--- src/rtl/apb_rr_arbiter.sv ---
// apb_rr_arbiter
//   Shares one APB master port between four requesters with round-robin
//   arbitration. Each transfer runs SETUP then ACCESS, honours Pready wait
//   states, and is aborted with an error after TIMEOUT consecutive wait
//   cycles so a dead slave cannot lock the bus.
//
// Ports
//   HCLK, HRESET       clock (rising edge), async active-high reset
//   Req[3:0]           per-requester request, held until its Done
//   Rwrite[3:0]        per-requester direction (1 = write)
//   Raddr/Rwdata       4 x 32-bit packed, requester i at [32i+31:32i]
//   Gnt[3:0]           one-hot owner, SETUP through end of ACCESS
//   Done[3:0]          one-hot single-cycle completion pulse
//   Err, Rdata         completion status / read data, valid with Done
//   Psel..Pwdata       APB master outputs (all registered)
//   Prdata, Pready, Pslverr  APB slave responses
module apb_rr_arbiter #(
  parameter int NREQ    = 4,
  parameter int TIMEOUT = 16
) (
  input  logic         HCLK,
  input  logic         HRESET,
  input  logic [3:0]   Req,
  input  logic [3:0]   Rwrite,
  input  logic [127:0] Raddr,
  input  logic [127:0] Rwdata,
  output logic [3:0]   Gnt,
  output logic [3:0]   Done,
  output logic         Err,
  output logic [31:0]  Rdata,
  output logic         Psel,
  output logic         Penable,
  output logic         Pwrite,
  output logic [31:0]  Paddr,
  output logic [31:0]  Pwdata,
  input  logic [31:0]  Prdata,
  input  logic         Pready,
  input  logic         Pslverr
);

  typedef enum logic [1:0] {
    ST_IDLE   = 2'd0,
    ST_SETUP  = 2'd1,
    ST_ACCESS = 2'd2
  } state_t;

  localparam logic [7:0] WCNT_LAST = 8'(TIMEOUT - 1);

  state_t      state, state_nxt;
  // Last grant. It is only updated on a grant, so during a transfer it is
  // also the index of the current owner.
  logic [1:0]  ptr, ptr_nxt;
  logic [7:0]  wcnt, wcnt_nxt;

  logic [3:0]  gnt_nxt, done_nxt;
  logic        err_nxt, psel_nxt, penable_nxt, pwrite_nxt;
  logic [31:0] rdata_nxt, paddr_nxt, pwdata_nxt;

  logic [3:0]  elig;
  logic        win_vld;
  logic [1:0]  win_idx;

  // First set bit of mask searching upward from last+1, wrapping mod 4.
  // Returns {found, index}.
  function automatic logic [2:0] rr_pick(input logic [3:0] mask,
                                         input logic [1:0] last);
    logic [2:0] res;
    logic [1:0] cand;
    res = 3'b000;
    // Walk the distances from farthest to nearest so the nearest hit wins.
    for (int k = 4; k >= 1; k--) begin
      cand = last + 2'(k);
      if (mask[cand]) res = {1'b1, cand};
    end
    return res;
  endfunction

  // A requester whose Done is showing may still hold Req this cycle; it must
  // not be regranted on that stale request.
  always_comb begin
    elig               = Req & ~Done;
    {win_vld, win_idx} = rr_pick(elig, ptr);
  end

  always_comb begin
    state_nxt   = state;
    ptr_nxt     = ptr;
    wcnt_nxt    = wcnt;
    gnt_nxt     = Gnt;
    done_nxt    = 4'b0000;
    err_nxt     = 1'b0;
    rdata_nxt   = Rdata;
    psel_nxt    = Psel;
    penable_nxt = Penable;
    pwrite_nxt  = Pwrite;
    paddr_nxt   = Paddr;
    pwdata_nxt  = Pwdata;

    case (state)
      ST_IDLE: begin
        if (win_vld) begin
          paddr_nxt   = Raddr[{win_idx, 5'd0} +: 32];
          pwdata_nxt  = Rwdata[{win_idx, 5'd0} +: 32];
          pwrite_nxt  = Rwrite[win_idx];
          gnt_nxt     = 4'b0001 << win_idx;
          psel_nxt    = 1'b1;
          penable_nxt = 1'b0;
          ptr_nxt     = win_idx;
          state_nxt   = ST_SETUP;
        end else begin
          psel_nxt = 1'b0;
          gnt_nxt  = 4'b0000;
        end
      end

      ST_SETUP: begin
        penable_nxt = 1'b1;
        wcnt_nxt    = 8'd0;
        state_nxt   = ST_ACCESS;
      end

      ST_ACCESS: begin
        if (Pready) begin
          done_nxt    = 4'b0001 << ptr;
          err_nxt     = Pslverr;
          rdata_nxt   = Pwrite ? 32'd0 : Prdata;
          psel_nxt    = 1'b0;
          penable_nxt = 1'b0;
          gnt_nxt     = 4'b0000;
          state_nxt   = ST_IDLE;
        end else if (wcnt == WCNT_LAST) begin
          // Slave never answered: abort with an error and no data.
          done_nxt    = 4'b0001 << ptr;
          err_nxt     = 1'b1;
          rdata_nxt   = 32'd0;
          psel_nxt    = 1'b0;
          penable_nxt = 1'b0;
          gnt_nxt     = 4'b0000;
          state_nxt   = ST_IDLE;
        end else begin
          wcnt_nxt = wcnt + 8'd1;
        end
      end

      default: begin
        state_nxt = ST_IDLE;
      end
    endcase
  end

  always_ff @(posedge HCLK or posedge HRESET) begin
    if (HRESET) begin
      state <= ST_IDLE;
    end else begin
      state <= state_nxt;
    end
  end

  // Registered control and APB outputs
  always_ff @(posedge HCLK or posedge HRESET) begin
    if (HRESET) begin
      ptr     <= 2'd3;
      wcnt    <= 8'd0;
      Gnt     <= 4'b0000;
      Done    <= 4'b0000;
      Err     <= 1'b0;
      Rdata   <= 32'd0;
      Psel    <= 1'b0;
      Penable <= 1'b0;
      Pwrite  <= 1'b0;
      Paddr   <= 32'd0;
      Pwdata  <= 32'd0;
    end else begin
      ptr     <= ptr_nxt;
      wcnt    <= wcnt_nxt;
      Gnt     <= gnt_nxt;
      Done    <= done_nxt;
      Err     <= err_nxt;
      Rdata   <= rdata_nxt;
      Psel    <= psel_nxt;
      Penable <= penable_nxt;
      Pwrite  <= pwrite_nxt;
      Paddr   <= paddr_nxt;
      Pwdata  <= pwdata_nxt;
    end
  end

  always_ff @(posedge HCLK) begin
    if (!HRESET) begin
      assert (NREQ == 4 && TIMEOUT >= 1 && TIMEOUT <= 255)
        else $error("apb_rr_arbiter: illegal NREQ/TIMEOUT");
      assert ($onehot0(Gnt) && $onehot0(Done))
        else $error("apb_rr_arbiter: Gnt/Done not one-hot");
    end
  end

endmodule

--- config.mk ---
export PLATFORM = sky130hd
export DESIGN_NAME = apb_rr_arbiter
export DESIGN_NICKNAME = d
export VERILOG_FILES = /design/src/rtl/apb_rr_arbiter.sv
export SDC_FILE = /design/constraint.sdc
export NUM_CORES = 1
export LEC_CHECK = 0
export BUFFER_PORTS_ARGS = -buffer_cell sky130_fd_sc_hd__clkbuf_2
export CORE_AREA = 2 2 159 161
export CTS_CLUSTER_SIZE = 12
export DETAILED_ROUTE_END_ITERATION = 7
export DIE_AREA = 0 0 161 163
export GPL_TIMING_DRIVEN = 0
export HOLD_SLACK_MARGIN = 0.05
export PLACE_DENSITY = 0.64
export SLEW_MARGIN = 30
export SYNTH_ARGS = -nofsm -noshare
export SYNTH_HDL_FRONTEND = slang
export SYNTH_SLANG_ARGS = --single-unit
--- constraint.sdc ---
create_clock -name HCLK -period 3.9 [get_ports HCLK]
set_input_delay 0.78 -clock HCLK [delete_from_list [all_inputs] [get_ports HCLK]]
set_output_delay 0.78 -clock HCLK [all_outputs]
set_load 0.02 [all_outputs]
Word level (Yosys, flattened, before mapping)
Cells that the tools add are included.
Cells by class
  add/sub/neg operators: 4
  multiply operators: 0
  div/mod/pow operators: 0
  order comparisons: 5
  equality and inequality tests: 7
  shift-type cells: 4
  multiplexer cells: 40
  bitwise operators: 2
  reductions and logical operators: 11
Operators with widths (number)
  $shiftx 128x8->32: 2
  $mux 32: 3
  $mux 4: 6
  $mux 8: 2
  $pmux 8 s2: 1
  $lt 2x3->1 const B: 5
  $mux 1: 12
  $mux 3: 4
  $bmux 1 s2: 5
  $add 8x1->8 const B: 1
  $eq 8x4->1 const B: 1
  $pmux 4 s2: 1
  $reduce_and 2->1: 4
  $shl 1x2->4 const A: 2
  $mux 2: 3
  $ne 2x2->1 const B: 3
  $pmux 2 s3: 1
  $reduce_and 3->1: 2
  $reduce_bool 2->1: 3
  $add 2x2->2 const B: 2
  $and 4x4->4: 1
  $not 4->4: 1
  $ne 3x3->1 const B: 1
  $pmux 1 s3: 1
  6 further kinds: 6
Word-level totals
  bits in registers: 120
  latch bits: 0
  bits in writable memories: 0
  memory bits (read-only): 0
  input port bits: 300
  memories kept: 0

Depth between registers and ports, before layout
Gate-level depths: netlist of the first run.
  depth after elaboration: 11
  mapped depth: 10
  depth with buffers taken out: 7

Worst setup path before layout of the first run
No wires, ideal clock.
  path type: input port to flip-flop
  start point: input Req[2]
  end point: register Paddr[31]
  library setup time: 0.137 ns
  arrival: 2.522 ns
  setup slack: 1.241 ns
  cell stages on the path: 8
  cells stage by stage: nor2b_1 -> mux4_2 -> o21ai_4 -> mux2_4 -> buf_6 -> buf_4 -> a221oi_1 -> o32ai_1
On the way
  word-level cells in the longest chain between the ends: 8
RTL lines
  start, declared: RTL line 23  | input logic [3:0] Req,
  $and 4x4->4 (*): RTL line 81  | elig = Req & ~Done;
  $bmux 1 s2: RTL line 73  | if (mask[cand]) res = {1'b1, cand};
  $mux 1 (implied by the code): RTL line 73
  $mux 3 (3 in a row): RTL line 73
  $mux 3 (*): RTL line 73
  $shiftx 128x8->32 / $reduce_and 2->1 (equally long branches)
  end signal, assigned: RTL line 183  | Paddr <= paddr_nxt;
  end, declared: RTL line 34  | output logic [31:0] Paddr,
Mark *: on every way between the ends. The rest lies on a longest branch, timed or not. The select of a mux whose other input is x is not followed.
A chain may end at the register's enable or synchronous reset.

Final worst setup path of the first run
  start point: input Req[1]
  end point: register Pwdata[1]
On the way
  word-level cells in the longest chain between the ends: 8
RTL lines
  $and 4x4->4 (*): RTL line 81
  $bmux 1 s2: RTL line 73
  $mux 1 (implied by the code): RTL line 73
  $mux 3 (3 in a row): RTL line 73
  $mux 3 (*): RTL line 73
  $shiftx 128x8->32 / $reduce_and 2->1 (equally long branches)
  end signal, assigned: RTL line 184  | Pwdata <= pwdata_nxt;
  end, declared: RTL line 35  | output logic [31:0] Pwdata,
Marks and branches as above.

==> results of run 1 <==
## worst paths after layout
check / end / slack (ns) / cells past startpoint / from
hold reg to reg: Psel$_DFFE_PP0P_ / 0.49 / 2 / Psel$_DFFE_PP0P_
setup reg to reg: Pwdata[19]$_DFFE_PP0P_ / 0.64 / 9 / ptr[0]$_DFFE_PP1P_
min in group HCLK: Psel$_DFFE_PP0P_ / 0.49 / 2 / Psel$_DFFE_PP0P_
max in group asynchronous: Paddr[18]$_DFFE_PP0P_ / 2.49 / 5 / HRESET
setup / recovery: Pwdata[1]$_DFFE_PP0P_ / 0.62 / 10 / Req[1]
hold / removal: Rdata[27]$_DFFE_PP0P_ / 0.42 / 2 / HRESET
## routing by layer
metal | GRT usage | part of all wire | up-vias | wire, microns
li1 | - | - | 4969 | -
met2 | 0.4752 | 0.47 | 649 | 18700
met3 | 0.05424 | 0.079 | 99 | 3171
met4 | 0.1169 | 0.035 | 0 | 1394
met1 | 0.3911 | 0.42 | 5355 | 16750
met5 | 0 | 0 | - | 0
## kinds of logic (layout without fill, tap and decap cells)
family	Yosys count	count (layout)	share of synthesized area
compound gates	388	388	0.3529
mux	3	3	0.006885
other cells	0	1	0
buf+inv	114	557	0.06039
flops	120	120	0.3446
simple gates	452	452	0.2251
fa+ha+maj	5	5	0.007173
xor+xnor	3	3	0.003013
## cell usage in the layout, fill, tap and decap left out, types with 17 or more instances in the layout
| cell | instances |
|---|---|
| o32ai_1 | 55 |
| buf_2 | 28 |
| a22o_1 | 98 |
| nand2_1 | 213 |
| dfrtp_1 | 118 |
| clkbuf_2 | 407 |
| o21ai_0 | 79 |
| a211oi_1 | 64 |
| nor2_1 | 135 |
| clkbuf_1 | 62 |
| clkbuf_16 | 17 |
| a221oi_1 | 65 |
| and3_1 | 65 |
## power by group
| part | switching (mW) | internal (mW) | leakage [nW] |
|---|---|---|---|
| sequential | 0.420 | 1.80 | 1.54 |
| clock | 0.706 | 0.960 | 0.281 |
| combinational | 5.11 | 2.86 | 3.95 |
## final cells by class
cell class	instances	area (sq um)
Clock buffer	18	429.2
Multi-Input combinational cell	851	5190
Buffer	108	504.2
Timing Repair Buffer	411	2117
Clock inverter	14	160.2
Tap cell	330	412.9
Inverter	6	26.28
Sequential cell	120	3005
Antenna cell	1	2.502
Fill cell	2514	12830
## through the flow
step | cell area, sq um | power, mW | utilization | cells
global placement | 11180 | 9.948 | 0.4529 | 1822
detailed placement | 11260 | 10.06 | 0.4562 | 1826
floorplan | 8726 | 7.496 | - | 1085
CTS | 11850 | 11.76 | 0.4801 | 1858
finish | 11850 | 11.86 | 0.4802 | 1859
global route | 11850 | 12.65 | 0.4802 | 1859
## state kept, by name, summed over array words and instances, names as in the netlist
register	count
Pwrite	1
Psel	1
Rdata	32
Pwdata	32
ptr	2
state	2
Done	4
Penable	1
Paddr	32
Err	1
wcnt	8
Gnt	4
## critical path: stages
cell and delay [ns]:
clkbuf_2 0.11, nor2b_1 0.16, o41ai_1 0.51, buf_2 0.38, inv_1 0.15, nand3_1 0.24
buf_2 0.38, buf_1 0.50, a22o_1 0.26, o32ai_2 0.07
==> flow_summary.ini, run 1 <==
[floorplan]
io_pins = 408
start_util = 0.3535
dieHeight_microns = 163
chipWidth_microns = 161
design.die.area_sq_um = 26240
core_sq_um = 24670
rows = 58

[pwr]
p_leak_nw = 5.767
p_per_area_nw_per_um2 = 1001
peakVddDrop_mv = 0.3523

[timing]
fin_crit_sh = 0.8400
rsz0062_at_grt = no
worstMarginPinSlew_ns = 0.8096
drv_slew = 0
finClkSkew_ns = 0.01376
min_period_ns = 3.276
timing.fmax_ghz = 0.3052
maxSlewHeadroom = 0.4602
worst_hold_slack_ns = 0.4183
setup_ws_ns = 0.6239
setup_viol = 0
hold_viol = 0
finalSetupTns_ns = 0

[clock_network]
cts_setup_buffers = 0
cts_resized = 0
hold_buffers = 0
clock-root-buffer = clkbuf_16
clockBufferDepth = 2
clkTransAtPathRegs_ns = 0.07
cts_tree = yes
clock_sinks = 120
cts_buffers = 17
clkLatencyLatePin_ns = 0.42
htree_levels = 4

[detailed_routing]
drtIter0Drc = 1118
ant_nets = 0
via_per_inst = 5.956
wl_microns = 40010
num_vias = 11070
post-route-drc-count = 0
first_pass_iters = 6
avgRoutedWirePerCell_microns = 21.52

[global_route]
overflow = 0
antenna_found_initial = 2
grt_pass1_vias = 10680
grt_pass1_wl_microns = 60600
grt_max_degree = 29
grt_usage = 0.2943

[synth]
syn-num-nets = 1390
async_flop_share = 1.000
synth_common_cells = nand2_1 (213), nor2_1 (135), dfrtp_1 (118)
yosysWarningCount = 0
synth.top_cell.area_share = 0.3385
synthFlopType = dfrtp_1
yosys.cell_types.count = 43
ys_ff_latch = 120
synth_edf_count = 0
synth_area_sq_um = 8722
synthMostInstantiatedCell = nand2_1
synth_largest_area_cell = dfrtp_1
synthTopCellsByArea = dfrtp_1 (34%), a22o_1 (9.8%), nand2_1 (9.2%)
synth_cells = 1085
syn_area_per_cell_sq_um = 8.039
synth-seq-area-share = 0.3446

[setup_path]
crit_type = input pin to flop
crit_arrival_ns = 3.56
startpoint_type = input pin
worstPathRequired_ns = 4.18
endpoint_kind = flop
crit_fanout = 10

[status]
status = complete, no violations

[layout]
drive_above_1_share = 0.3266
nets = 1820
area_growth_syn_to_layout_pct = 35.83

[placed_design]
gp_congestion = 0.8808
portBuffers = 407
place_hpwl_microns = 29710
preCtsSetupSlack_ns = 0.2388

[run]
drv_cap = 0

[worst_hold_path]
hold_class = input pin to asynchronous set/reset pin
No activity file was read; power rests on OpenSTA's default activity.
==> inputs of run 2 (changes only) <==
--- a/config.mk
+++ b/config.mk
@@ -5,14 +5,15 @@
 export SDC_FILE = /design/constraint.sdc
 export NUM_CORES = 1
 export LEC_CHECK = 0
+export ABC_AREA = 1
 export BUFFER_PORTS_ARGS = -buffer_cell sky130_fd_sc_hd__clkbuf_2
-export CORE_AREA = 2 2 159 161
+export CORE_AREA = 2 2 160 162
 export CTS_CLUSTER_SIZE = 12
 export DETAILED_ROUTE_END_ITERATION = 7
-export DIE_AREA = 0 0 161 163
+export DIE_AREA = 0 0 162 164
 export GPL_TIMING_DRIVEN = 0
 export HOLD_SLACK_MARGIN = 0.05
-export PLACE_DENSITY = 0.64
+export PLACE_DENSITY = 0.58
 export SLEW_MARGIN = 30
 export SYNTH_ARGS = -nofsm -noshare
 export SYNTH_HDL_FRONTEND = slang
==> constraint.sdc (replaced) <==
create_clock -name HCLK -period 3.13 [get_ports HCLK]
set_input_delay 0.626 -clock HCLK [delete_from_list [all_inputs] [get_ports HCLK]]
set_output_delay 0.626 -clock HCLK [all_outputs]
set_load 0.02 [all_outputs]
==> run 2 against run 1 <==
  * Power rose by 29%
  * Non-clock buffer count shrank 25
  * Clock power increased by 14%
  * Via count shrank 16%
  * Synthesized cell count increased by 11%
  * Routed wire length decreased by 19%
  * Cell count up 6.9%
  * Sequential share of layout area up 1.8 points
  * Critical path depth up 2
==> flow_summary.ini, run 2 <==
[clock_network]
cts_setup_buffers = 0
clkTransAtPathRegs_ns = 0.07
cts_resized = 0
clock_sinks = 120
hold_buffers = 0
cts_buffers = 17
clock-root-buffer = clkbuf_16
htree_levels = 4
clockBufferDepth = 2
clkLatencyLatePin_ns = 0.43
cts_tree = yes

[synth]
synth_cells = 1209
synth_common_cells = nand2_1 (418), nand3_1 (283), inv_1 (218)
synthFlopType = dfrtp_1
synth-simple-area-share = 0.3942
synthAdderAreaFrac = 0.007940
synth-xor-area-share = 0.002223
syn_area_per_cell_sq_um = 6.517
synth_top_family_by_area = simple AND/OR/NAND/NOR gates
synth.top_cell.area_share = 0.3748
synthTopCellsByArea = dfrtp_1 (37%), nand2_1 (20%), nand3_1 (18%)
async_flop_share = 1.000
yosys.cell_types.count = 30
synth_largest_area_cell = dfrtp_1
synthMostInstantiatedCell = nand2_1
yosysWarningCount = 0
ys_ff_latch = 120
muxShareOfSynthArea = 0
synth_compound_area_frac = 0.05495
synth-seq-area-share = 0.3815
syn-num-nets = 1514
synth_edf_count = 0
synth_area_sq_um = 7879

[pwr]
p_leak_nw = 6.881
p_seq_frac = 0.178
pwr-share-comb = 0.698
p_sw_frac = 0.5598
p_sw_mw = 8.596
peakVddDrop_mv = 0.4755
p_per_area_nw_per_um2 = 1389
clkPwrFrac = 0.124
p_int_mw = 6.759

[global_route]
grt_max_degree = 27
grt_pass1_vias = 8965
grt_usage = 0.2408
overflow = 0
grt_pass1_wl_microns = 49020
antenna_found_initial = 4

[floorplan]
io_pins = 408
design.die.area_sq_um = 26570
dieHeight_microns = 164
start_util = 0.3175
chipWidth_microns = 162
core_sq_um = 24820
rows = 58

[setup_path]
crit_fanout = 10
path_cells = buf_6, inv_4, ha_1, inv_1, nand2_1, nand2_1, nand3_1, a21boi_2, buf_2, buf_2, nand3_1, nand2_1
path_buf_inv = 5
cpPeakStageDelay_ns = 0.55
r2r_slack_ns = 0.43
worstPathRequired_ns = 3.49
crit_arrival_ns = 3.05
crit_type = flop to flop
crit_top_cell = nand2_1
cp_slowest_cell = dfstp_2
endpoint_kind = flop
path_delay_family = buffers and inverters
startpoint_type = flop

[detailed_routing]
wl_met1_microns = 13260
ant_nets = 0
num_vias = 9329
post-route-drc-count = 0
avgRoutedWirePerCell_microns = 16.36
via_per_inst = 4.695
met2_length_microns = 16090
wl_microns = 32520
topRoutingLayerUsed = met5
wl_met3_microns = 2363
first_pass_iters = 6
drtIter0Drc = 668

[layout]
regArea_sq_um = 3005
area_growth_syn_to_layout_pct = 40.34
reg_top3 = Paddr: 32 flops, Pwdata: 32 flops, Rdata: 32 flops
drive_above_1_share = 0.3077
multi_input_area_sq_um = 3618
layout_common_cells = nand2_1 (418), clkbuf_2 (407), nand3_1 (283)
final_cells = 1987
nets = 1946
postLayoutCoreUtil = 0.4455
final_common_cell = nand2_1
nFillCells = 2692

[status]
status = complete, no violations

[timing]
hold_viol = 0
setup_viol = 0
finalSetupTns_ns = 0
drv_slew = 0
maxSlewHeadroom = 0.5934
rsz0062_at_grt = no
fin_crit_sh = 0.8613
min_period_ns = 2.696
timing.fmax_ghz = 0.3710
finClkSkew_ns = 0.01451
worstMarginPinSlew_ns = 0.6099

[placed_design]
dp.cells = 1952
portBuffers = 407
place_hpwl_microns = 26130
gp_congestion = 0.8739

[run]
drv_cap = 0

[worst_hold_path]
hold_class = input pin to asynchronous set/reset pin
run 2: changes by cell type after synthesis, moves of 10 or more:
cell	change
a211oi_1	-64
a221oi_1	-65
a22o_1	-98
a32o_1	+32
and3_1	-65
clkbuf_1	-39
inv_1	+213
nand2_1	+205
nand3_1	+279
nor2_1	-118
o21ai_0	-74
o32ai_1	-55
o32ai_2	-10
run 2: cell families after synthesis:
logic type,count (synthesis)
and+or+nand+nor,727
buffers and inverters,304
DFF,120
AOI/OAI and AO/OA,51
adders and majority gates,5
xor gates and xnor gates,2
run 2: per-layer routing:
| layer | global-route usage | vias to the layer above |
|---|---|---|
| met4 | 0.07924 | 2 |
| li1 | - | 4636 |
| met3 | 0.05657 | 52 |
| met2 | 0.4248 | 358 |
| met1 | 0.2895 | 4281 |
| met5 | 0 | - |
run 2: metrics by stage:
| step | area, sq um | setup slack, ns | power [mW] | hold slack (ns) |
|---|---|---|---|---|
| floorplan | 7883 | 1.018 | 10.03 | 0.4412 |
| detailed placement | 10480 | 0.3642 | 13.50 | 0.4677 |
| global placement | 10330 | 0.03242 | 13.38 | 0.4620 |
| CTS | 11050 | 0.3558 | 15.47 | 0.1103 |
| global route | 11050 | 0.1897 | 16.84 | 0.1257 |
| finish | 11060 | 0.4342 | 15.36 | 0.1214 |
run 2: area by class of cell:
cell class	count	area share
Tap cell	330	0.03734
Multi-Input combinational cell	785	0.3273
Clock buffer	18	0.03972
Antenna cell	3	0.0006790
Timing Repair Buffer	413	0.1978
Inverter	223	0.07627
Clock inverter	14	0.01154
Buffer	81	0.03757
Sequential cell	120	0.2718
run 2: path summary, 6_finish.rpt:
kind                                           from                     end  cells past startpoint
worst max-delay path             ptr[0]$_DFFE_PP1P_  Pwdata[17]$_DFFE_PP0P_                     12
worst min-delay path                         HRESET   Rdata[21]$_DFFE_PP0P_                      2
worst max register to register   ptr[0]$_DFFE_PP1P_  Pwdata[17]$_DFFE_PP0P_                     12
worst min register to register  wcnt[7]$_DFFE_PP0P_     wcnt[7]$_DFFE_PP0P_                      1
max in group asynchronous                    HRESET   Paddr[11]$_DFFE_PP0P_                      5
min in group HCLK                        Prdata[28]   Rdata[28]$_DFFE_PP0P_                      2
run 2: worst reg2reg max path: cells and delay by family, from the launching register on:
| kind | cells | cell delay (ns) |
|---|---|---|
| buf+inv | 5 | 0.92 |
| flops | 1 | 0.55 |
| simple gates | 5 | 0.43 |
| compound gates | 1 | 0.41 |
| fa+ha+maj | 1 | 0.32 |
run 2: power by group through the flow:
stage	Sequential, mW	Combinational (mW)	Clock [mW]
2_1_floorplan	3.48	6.55	0
3_3_place_gp	2.71	10.7	0
3_5_place_dp	2.75	10.8	0
4_1_cts	2.72	10.8	1.96
5_1_grt	2.80	12.0	2.01
6_report	2.73	10.7	1.91
